<file path="src/rtl/noc_ni_pkg.sv">
// Shared flit format definitions for the NoC network interface.
// Type codes, field widths and TX/RX tracker state encodings.
package noc_ni_pkg;

   localparam int NI_DATA_WIDTH = 32;
   localparam int LEN_W         = 12;
   localparam int ADDR_W        = 4;
   localparam int ID_W          = 8;
   localparam int TYPE_W        = 3;

   typedef enum logic [TYPE_W-1:0] {
      FT_HEAD = 3'b001,
      FT_BODY = 3'b010,
      FT_TAIL = 3'b100
   } flit_type_e;

   typedef enum logic [1:0] {
      S_IDLE,
      S_HEAD,
      S_BODY
   } tx_state_e;

   typedef enum logic {
      R_IDLE,
      R_PKT
   } rx_state_e;

endpackage

</file>
<file path="src/rtl/noc_ni_rx_fifo.sv">
// Ejection FIFO: count-based, one-cycle write, combinational head read.
// Drops writes when full (unless popping); o_space is registered (>=2 free).
module noc_ni_rx_fifo #(
   parameter int W     = 32,
   parameter int DEPTH = 4
) (
   input  logic         i_clk,
   input  logic         i_rst,
   input  logic         i_push,
   input  logic [W-1:0] i_dat,
   input  logic         i_pop,
   output logic [W-1:0] o_dat,
   output logic         o_empty,
   output logic         o_space,
   output logic         o_ovf
);

   localparam int AW = $clog2(DEPTH);
   localparam int CW = $clog2(DEPTH + 1);
   localparam logic [CW-1:0] CNT_FULL = CW'(DEPTH);
   localparam logic [CW-1:0] CNT_LIM  = CW'(DEPTH - 2);

   logic [W-1:0]  r_mem [DEPTH];
   logic [AW-1:0] r_wr;
   logic [AW-1:0] r_rd;
   logic [CW-1:0] r_cnt;
   logic          r_space;
   logic          r_ovf;

   logic          w_full;
   logic          w_pop;
   logic          w_push;
   logic [CW-1:0] w_cnt_nxt;

   assign w_full  = (r_cnt == CNT_FULL);
   assign o_empty = (r_cnt == '0);
   assign w_pop   = i_pop & ~o_empty;
   // A pop frees the slot in the same cycle, so a write at full still lands.
   assign w_push  = i_push & (~w_full | w_pop);

   always_comb begin
      w_cnt_nxt = r_cnt;
      case ({w_push, w_pop})
         2'b10:   w_cnt_nxt = r_cnt + 1'b1;
         2'b01:   w_cnt_nxt = r_cnt - 1'b1;
         default: w_cnt_nxt = r_cnt;
      endcase
   end

   always_ff @(posedge i_clk) begin
      if (i_rst) begin
         r_wr    <= '0;
         r_rd    <= '0;
         r_cnt   <= '0;
         r_space <= 1'b0;
         r_ovf   <= 1'b0;
      end else begin
         if (w_push) r_wr <= r_wr + 1'b1;
         if (w_pop)  r_rd <= r_rd + 1'b1;
         r_cnt   <= w_cnt_nxt;
         r_space <= (w_cnt_nxt <= CNT_LIM);
         if (i_push && w_full && !w_pop) r_ovf <= 1'b1;
      end
   end

   always_ff @(posedge i_clk) begin
      if (w_push) r_mem[r_wr] <= i_dat;
   end

   assign o_dat   = r_mem[r_rd];
   assign o_space = r_space;
   assign o_ovf   = r_ovf;

endmodule

</file>
<file path="src/rtl/noc_ni.sv">
// NoC network interface: packetizes requests into flits towards the router and
// buffers ejected flits, tracking RX packet framing and flagging errors.
module noc_ni
   import noc_ni_pkg::*;
#(
   parameter int          DATA_WIDTH = NI_DATA_WIDTH,
   parameter logic [3:0]  CUR_ADDR   = 4'b0010,
   parameter int          RX_DEPTH   = 4
) (
   input  logic                  i_clk,
   input  logic                  i_rst,
   input  logic                  i_pkt_valid,
   output logic                  o_pkt_ready,
   input  logic [ADDR_W-1:0]     i_pkt_dst,
   input  logic [LEN_W-1:0]      i_pkt_len,
   input  logic                  i_pld_valid,
   output logic                  o_pld_ready,
   input  logic [DATA_WIDTH-5:0] i_pld_data,
   output logic [DATA_WIDTH-1:0] o_tx,
   output logic                  o_drts,
   input  logic                  i_cts,
   input  logic [DATA_WIDTH-1:0] i_rx,
   input  logic                  i_rts,
   output logic                  o_dcts,
   output logic                  o_ej_valid,
   input  logic                  i_ej_ready,
   output logic [DATA_WIDTH-1:0] o_ej_flit,
   output logic                  o_ej_perr,
   output logic                  o_tx_err,
   output logic                  o_rx_ovf,
   output logic                  o_rx_proto_err
);

   tx_state_e              r_state;
   rx_state_e              r_rx_state;
   logic [LEN_W-1:0]       r_len;
   logic [LEN_W-1:0]       r_rem;
   logic [ADDR_W-1:0]      r_dst;
   logic [ID_W-1:0]        r_id;
   logic                   r_tx_err;
   logic                   r_proto_err;

   logic                   w_len_ok;
   logic                   w_drts;
   logic [TYPE_W-1:0]      w_type;
   logic [DATA_WIDTH-5:0]  w_fields;
   logic                   w_empty;
   logic [TYPE_W-1:0]      w_rx_type;

   assign w_len_ok = (r_len >= LEN_W'(2));

   always_comb begin
      w_drts = 1'b0;
      case (r_state)
         S_HEAD:  w_drts = i_cts & w_len_ok;
         S_BODY:  w_drts = i_cts & i_pld_valid;
         default: w_drts = 1'b0;
      endcase
   end

   // Reset gating keeps the router side quiet during the reset cycle itself.
   assign o_drts      = w_drts & ~i_rst;
   assign o_pld_ready = (r_state == S_BODY) & i_cts & ~i_rst;
   assign o_pkt_ready = (r_state == S_IDLE) & i_pkt_valid & ~i_rst;

   always_comb begin
      w_type   = FT_BODY;
      w_fields = i_pld_data;
      if (r_state == S_HEAD) begin
         w_type   = FT_HEAD;
         w_fields = {r_len, r_dst, CUR_ADDR, r_id};
      end else if (r_rem == LEN_W'(1)) begin
         w_type   = FT_TAIL;
      end
   end

   assign o_tx = {w_type, w_fields, ^{w_type, w_fields}};

   always_ff @(posedge i_clk) begin
      if (i_rst) begin
         r_state  <= S_IDLE;
         r_len    <= '0;
         r_rem    <= '0;
         r_dst    <= '0;
         r_id     <= '0;
         r_tx_err <= 1'b0;
      end else begin
         case (r_state)
            S_IDLE: begin
               if (i_pkt_valid) begin
                  r_len   <= i_pkt_len;
                  r_dst   <= i_pkt_dst;
                  r_state <= S_HEAD;
               end
            end
            S_HEAD: begin
               if (!w_len_ok) begin
                  r_tx_err <= 1'b1;
                  r_state  <= S_IDLE;
               end else if (i_cts) begin
                  r_rem   <= r_len - LEN_W'(1);
                  r_state <= S_BODY;
               end
            end
            S_BODY: begin
               if (w_drts) begin
                  if (r_rem == LEN_W'(1)) begin
                     r_id    <= r_id + 1'b1;
                     r_state <= S_IDLE;
                  end else begin
                     r_rem <= r_rem - LEN_W'(1);
                  end
               end
            end
            default: r_state <= S_IDLE;
         endcase
      end
   end

   assign w_rx_type = i_rx[DATA_WIDTH-1 -: TYPE_W];

   // Tracker follows every flit on the link, including ones the FIFO drops.
   always_ff @(posedge i_clk) begin
      if (i_rst) begin
         r_rx_state  <= R_IDLE;
         r_proto_err <= 1'b0;
      end else if (i_rts) begin
         case (w_rx_type)
            FT_HEAD: begin
               if (r_rx_state == R_PKT) r_proto_err <= 1'b1;
               r_rx_state <= R_PKT;
            end
            FT_BODY: begin
               if (r_rx_state == R_IDLE) r_proto_err <= 1'b1;
               r_rx_state <= R_PKT;
            end
            FT_TAIL: begin
               if (r_rx_state == R_IDLE) r_proto_err <= 1'b1;
               r_rx_state <= R_IDLE;
            end
            default: r_rx_state <= r_rx_state;
         endcase
      end
   end

   noc_ni_rx_fifo #(
      .W     (DATA_WIDTH),
      .DEPTH (RX_DEPTH)
   ) u_rx_fifo (
      .i_clk   (i_clk),
      .i_rst   (i_rst),
      .i_push  (i_rts),
      .i_dat   (i_rx),
      .i_pop   (i_ej_ready),
      .o_dat   (o_ej_flit),
      .o_empty (w_empty),
      .o_space (o_dcts),
      .o_ovf   (o_rx_ovf)
   );

   assign o_ej_valid     = ~w_empty;
   assign o_ej_perr      = ^o_ej_flit;
   assign o_tx_err       = r_tx_err;
   assign o_rx_proto_err = r_proto_err;

endmodule

</file>
<file path="config.mk">
export PLATFORM = sky130hd
export DESIGN_NAME = noc_ni
export DESIGN_NICKNAME = d
export VERILOG_FILES = /design/src/rtl/noc_ni_pkg.sv /design/src/rtl/noc_ni_rx_fifo.sv /design/src/rtl/noc_ni.sv
export SDC_FILE = /design/constraint.sdc
export NUM_CORES = 1
export LEC_CHECK = 0
export BUFFER_PORTS_ARGS = -buffer_cell sky130_fd_sc_hd__buf_2
export CAP_MARGIN = 15
export CORE_MARGIN = 2
export CORE_UTILIZATION = 50
export CTS_CLUSTER_DIAMETER = 150
export DETAILED_ROUTE_END_ITERATION = 8
export PLACE_DENSITY = 0.76
export SYNTH_ARGS = -nofsm -noshare
export SYNTH_HDL_FRONTEND = slang
export SYNTH_SLANG_ARGS = --single-unit
</file>
<file path="constraint.sdc">
create_clock -name i_clk -period 2.51 [get_ports i_clk]
set_input_delay 0.3765 -clock i_clk [delete_from_list [all_inputs] [get_ports i_clk]]
set_output_delay 0.3765 -clock i_clk [all_outputs]
set_load 0.005 [all_outputs]
</file>
After elaboration in Yosys (flattened, before gate mapping)
Memories as Yosys holds them, arrays and structs flattened. A register that Yosys moved wholly into a read port is not among the register bits.
Index checks and enable logic that the tools add are counted.
- logic and storage cells: 98
- RAM bits: 128
- output and inout bits: 73
- bits of input ports: 83
- flip-flop bits (word level): 50
- memories kept: 1
- memories (memory ; words ; bits a word ; read ports ; clocked after memory_dff ; wr ports ; line ; text):
    u_rx_fifo.r_mem ; 4 ; 32 ; 1 ; 1 ; 1 ; noc_ni_rx_fifo.sv:23 ; logic [W-1:0] r_mem [DEPTH];
- reduce and logical (&&, ||, !) cells: 19
- bitwise gates (word level): 14
- eq/ne operators: 18
- muxes and demuxes: 24
- add/subtract/negate cells: 7
- magnitude comparators: 2
- operator list (operator ; number):
    12-bit 2-to-1 mux ; 4
    32-bit parity ; 1
    31-bit parity ; 1
    28-bit 2-to-1 mux ; 1
    12-bit case mux with 2 select lines ; 1
    12-bit by 1-bit subtractor with 12-bit output, second input constant ; 2
    2-bit 2-to-1 mux ; 7
    2-bit != test, second input constant ; 7
    12-bit by 1-bit equality test with 1-bit output, second input constant ; 1
    12-bit by 2-bit >= comparator with 1-bit output, second input constant ; 1
    1-bit AND ; 9
    8-bit by 1-bit adder with 8-bit output, second input constant ; 1
    4-bit AND reduction ; 2
    3-bit equality test, second input constant ; 2
    3-bit 2-to-1 mux ; 2
    1-bit case mux with 2 select lines ; 3
    2-bit case mux with 3 select lines ; 1
    3-bit case mux with 2 select lines ; 1
    2-bit AND reduction ; 3
    2-bit nonzero test ; 3
    5-bit AND reduction ; 1
    2-bit by 1-bit adder with 2-bit output, second input constant ; 2
    2-bit by 1-bit equality test with 1-bit output, second input constant ; 2
    2-bit equality test, second input constant ; 2
    16 further kinds ; 24

Longest topological paths before layout
- word-level depth: 8
- mapped depth: 12
- depth with buffers taken out: 9

Cells and area by module
Synthesis repeated with hierarchy kept, for this count alone.
- cells, all modules: 644
- area, all modules: 8614.5 um2
- by module, submodules not included (module ; instances ; area an instance (um2) ; cells each):
    noc_ni_rx_fifo ; 1 ; 5327.6 ; 246
    noc_ni ; 1 ; 3286.9 ; 398

Least setup slack after synthesis
No wires, ideal clock.
- path type: register to output
- start point: reg r_state[1]
- end point: out o_tx[0]
- arrival: 2.249 ns
- path slack: -0.116 ns
- cell stages (with the launch flop): 10
- cell sequence: dfxtp_1 -> inv_1 -> ha_1 -> buf_2 -> buf_6 -> buf_6 -> mux2_2 -> xor2_1 -> xnor3_1 -> xnor3_1
- longest elaborated chain between the ends: 3
- ends and longest elaborated chain (what ; line ; text):
    start: declaration ; noc_ni.sv:34 ; tx_state_e r_state;
    start signal: assignment ; noc_ni.sv:81 ; r_state <= S_IDLE;
    start signal: assignment ; noc_ni.sv:93 ; r_state <= S_HEAD;
    start signal: assignment ; noc_ni.sv:99 ; r_state <= S_IDLE;
    2-bit by 1-bit equality test with 1-bit output ; noc_ni.sv:69 ; if (r_state == S_HEAD) begin
    3-bit 2-to-1 mux ; noc_ni.sv:69 ;
    via o_tx[29] ; noc_ni.sv:19 ; output logic [DATA_WIDTH-1:0] o_tx,
    31-bit parity ; noc_ni.sv:77 ; assign o_tx = {w_type, w_fields, ^{w_type, w_fields}};
    end: declaration ; noc_ni.sv:19 ;
The timed path passes the listed nets, and every way through them passes these cells.

Worst setup path in the final report
- start point: reg r_state[1]
- end point: out o_tx[0]
- longest elaborated chain between the ends: 3
- ends and longest elaborated chain (what ; line):
    2-bit by 1-bit equality test with 1-bit output (*) ; noc_ni.sv:69
    28-bit 2-to-1 mux or 3-bit 2-to-1 mux (tied branches) ; noc_ni.sv:69
    31-bit parity (*) ; noc_ni.sv:77
Every way passes the cells marked *; elsewhere a longest branch is shown, timed or not.

==> results_dict.tcl <==
set metrics [dict create \
    outcome "finished, violations left" \
    violations "setup timing" \
    ys_top_cells_by_count "edfxtp_1 (128), nand2_1 (56), dfxtp_1 (52)" \
    fmax_mhz 322 \
    finalInstanceArea_um2 10300 \
    critPathRequiredTime_ps 2130 \
    routed_wl_um 18100 \
    synthCells 599 \
    place_congestion 0.857 \
    slew_headroom_pct 57.5 \
    critPathSlowestCell "xnor3_1" \
    path_buf_inv 3 \
    period_minus_slack_ps 3100 \
    hp-class "in2reg" \
    final_nets 884 \
    antenna_cells 0 \
    synth_edf_count 128 \
    path_common_cell "xnor3_1" \
    avgRoutedWirePerCell_um 17.8 \
    die_w_um 132 \
    arrival_ps 2730 \
    slew_viol_final 0 \
    cts_buffers 17 \
    power_density_nw_per_um2 1170 \
    cts.sinks 180 \
    regToRegStartpoint "u_rx_fifo.r_cnt[1]" \
    dp_hpwl_um 12400 \
    hold_violations 0 \
    hold_path.startpoint "i_rx[11]" \
    synth_cell_type_count 54 \
    crit_type "reg2out" \
    yosys.area.top_type_share_pct 46.7 \
    placed_cell_area_um2 9410 \
    coreArea_um2 16000 \
    path_clk_slew_ps 70 \
    hold_ws_ps 166 \
    ioPinCount 156 \
    synth.area.top_cells "edfxtp_1 (47%), dfxtp_1 (13%), mux4_2 (8.7%)" \
    antenna_found_initial 0 \
    cts_buffer_depth 2 \
    crit_family "XOR/XNOR gates" \
    htreeDepth 4 \
    synth.most_common_cell "edfxtp_1" \
    cts_root_buffer "clkbuf_16" \
    fp-row-count 46 \
    peakVddDrop_mv 1.75 \
    routed_via_density 5.45 \
    drt-initial-drc-count 345 \
    reg2reg_depth 8 \
    r2r_slack_ps 150 \
    ys.flop_type "edfxtp_1" \
    worstHoldPathCells 1 \
    syn_area_per_cell_um2 13.8 \
    slowest_delay_ps 420 \
    start_kind "flip-flop" \
    grt_max_degree 33 \
    drive_gt1_share_pct 40.1 \
    grt_pass1_wl_um 28800 \
    cp-end-kind "output port" \
    track_usage_pct 20.9 \
    ys_seq_area_share_pct 59.3 \
    finalWorstSetupSlack_ps -592 \
    skew_ps 9.83 \
    syn_nets 696 \
    die_area_um2 17500 \
    p_total_w 0.0121 \
    crit_chain "inv_2 -> ha_4 -> buf_12 -> mux2_4 -> xor2_2 -> xnor3_1 -> xnor3_1 -> xnor3_1 -> buf_2" \
    area_growth_pct 25.2 \
    setup_tns_ps -986 \
    period_share_pct 124 \
    dp_cells 976 \
    ys_ff_latch 180 \
    overflow 0 \
    clk_latency_ps 430 \
    first_global_vias 5679 \
    ant_nets 0 \
    initial_core_util_pct 51.5 \
    async_flop_share_pct 0 \
    setup_violations 2 \
    instances_no_fill 1016 \
    hold_end "u_rx_fifo.r_mem[1][11]" \
    die_h_um 132 \
    cts_tree "built" \
    rsz0062_at_grt "yes" \
    reg2reg_to "u_rx_fifo.o_space" \
    portBuffers 155 \
    dr.pass1.iters 5 \
    drc 0 \
    mappedNetlistArea_um2 8240 \
    leakagePower_nw 4.01 \
    ys_warn_count 0 \
    post-synth-top-area-cell "edfxtp_1" \
    worst_pin_slew_ps 638 \
    cp_max_fo 8 \
    cap_violations 0 \
    vias 5534 \
]
[logic make-up (layout without fill, tap and decap cells)]
| group | after synthesis | count (layout) | synth area share, % |
|---|---|---|---|
| simple gates | 162 | 162 | 9.37 |
| fa+ha+maj | 14 | 14 | 2.22 |
| compound gates | 72 | 72 | 4.95 |
| flops | 180 | 180 | 59.3 |
| buf+inv | 39 | 240 | 2.54 |
| mux | 61 | 61 | 12.6 |
| xor+xnor | 71 | 71 | 9.01 |
[per-layer routing]
layer	global-route usage [%]	wire length (um)	vias up	share of wire (%)
met4	7.05	291	0	1.6
met2	36.2	9300	223	51
li1	-	-	2587	-
met3	4.88	1130	20	6.2
met5	0	0	-	0
met1	26.0	7380	2704	41
[cell type report]
class                           count  area, um^2
Fill cell                        1178        5680
Sequential cell                   180        4890
Multi-Input combinational cell    380        3420
Timing Repair Buffer              197        1140
Clock buffer                       19         433
Tap cell                          216         270
Clock inverter                     13         123
Inverter                           11        41.3
[power breakdown]
part / internal, W / total (W) / switching (W)
sequential: 0.00352 / 0.00372 / 0.000204
combinational: 0.00320 / 0.00590 / 0.00270
clock: 0.00138 / 0.00249 / 0.00111
[stage by stage]
step	util [%]	setup WS, ps
6_report	64.5	-592
5_1_grt	64.5	-674
4_1_cts	63.2	-597
3_5_place_dp	58.8	-298
3_3_place_gp	58.8	-280
2_1_floorplan	-	-52.9
[worst reg2reg max path: stages, from the launching register on]
cell and delay [ps]:
dfxtp_1 360, or3_1 350, and2_1 210, ha_2 210, fa_2 360, xnor2_2 170, nor2_1 70, xor2_1 170
a2111oi_2 340
[cells in the final DEF (no fill, tap or decap), types with 16 or more instances in the layout]
cell | synthesis | layout
mux4_2 | 32 | 32
buf_2 | 7 | 155
mux2_2 | 19 | 17
xnor2_2 | 1 | 25
buf_4 | 0 | 36
a21oi_1 | 34 | 34
o21ai_1 | 16 | 16
nor2_1 | 42 | 42
xor2_1 | 27 | 23
edfxtp_1 | 128 | 128
dfxtp_1 | 52 | 50
nand2_1 | 56 | 56
clkbuf_16 | 0 | 17
[flip-flops by register name (all words and copies together), names as in the netlist, named ones only]
signal and flops:
r_id 8, u_rx_fifo.r_wr 2, u_rx_fifo.r_rd 2, r_rem 12
r_len 12, u_rx_fifo.r_mem 128, o_rx_proto_err 1, u_rx_fifo.r_cnt 3
o_tx_err 1, u_rx_fifo.o_space 1, r_state 2, r_rx_state 1
r_dst 4, u_rx_fifo.o_ovf 1
[worst max-delay path by stage]
stage,from,depth (start not counted),end
after detailed placement,r_state[1],9,o_tx[0]
after global routing,r_state[1],9,o_tx[0]
after floorplan,r_state[1],9,o_tx[0]
after global placement,r_state[1],9,o_tx[0]
final,r_state[1],9,o_tx[0]
after CTS,r_state[1],8,o_tx[0]
[timing repair]
| action | CTS | global route |
|---|---|---|
| setup buffers | 4 | 5 |
| hold buffers | 0 | 0 |
| gates resized for setup | 22 | 27 |
| pin swaps | 3 | 11 |
| endpoints found under the setup margin | 3 | 3 |
| gates cloned | 0 | 0 |
(Power assumes the default switching activity.)
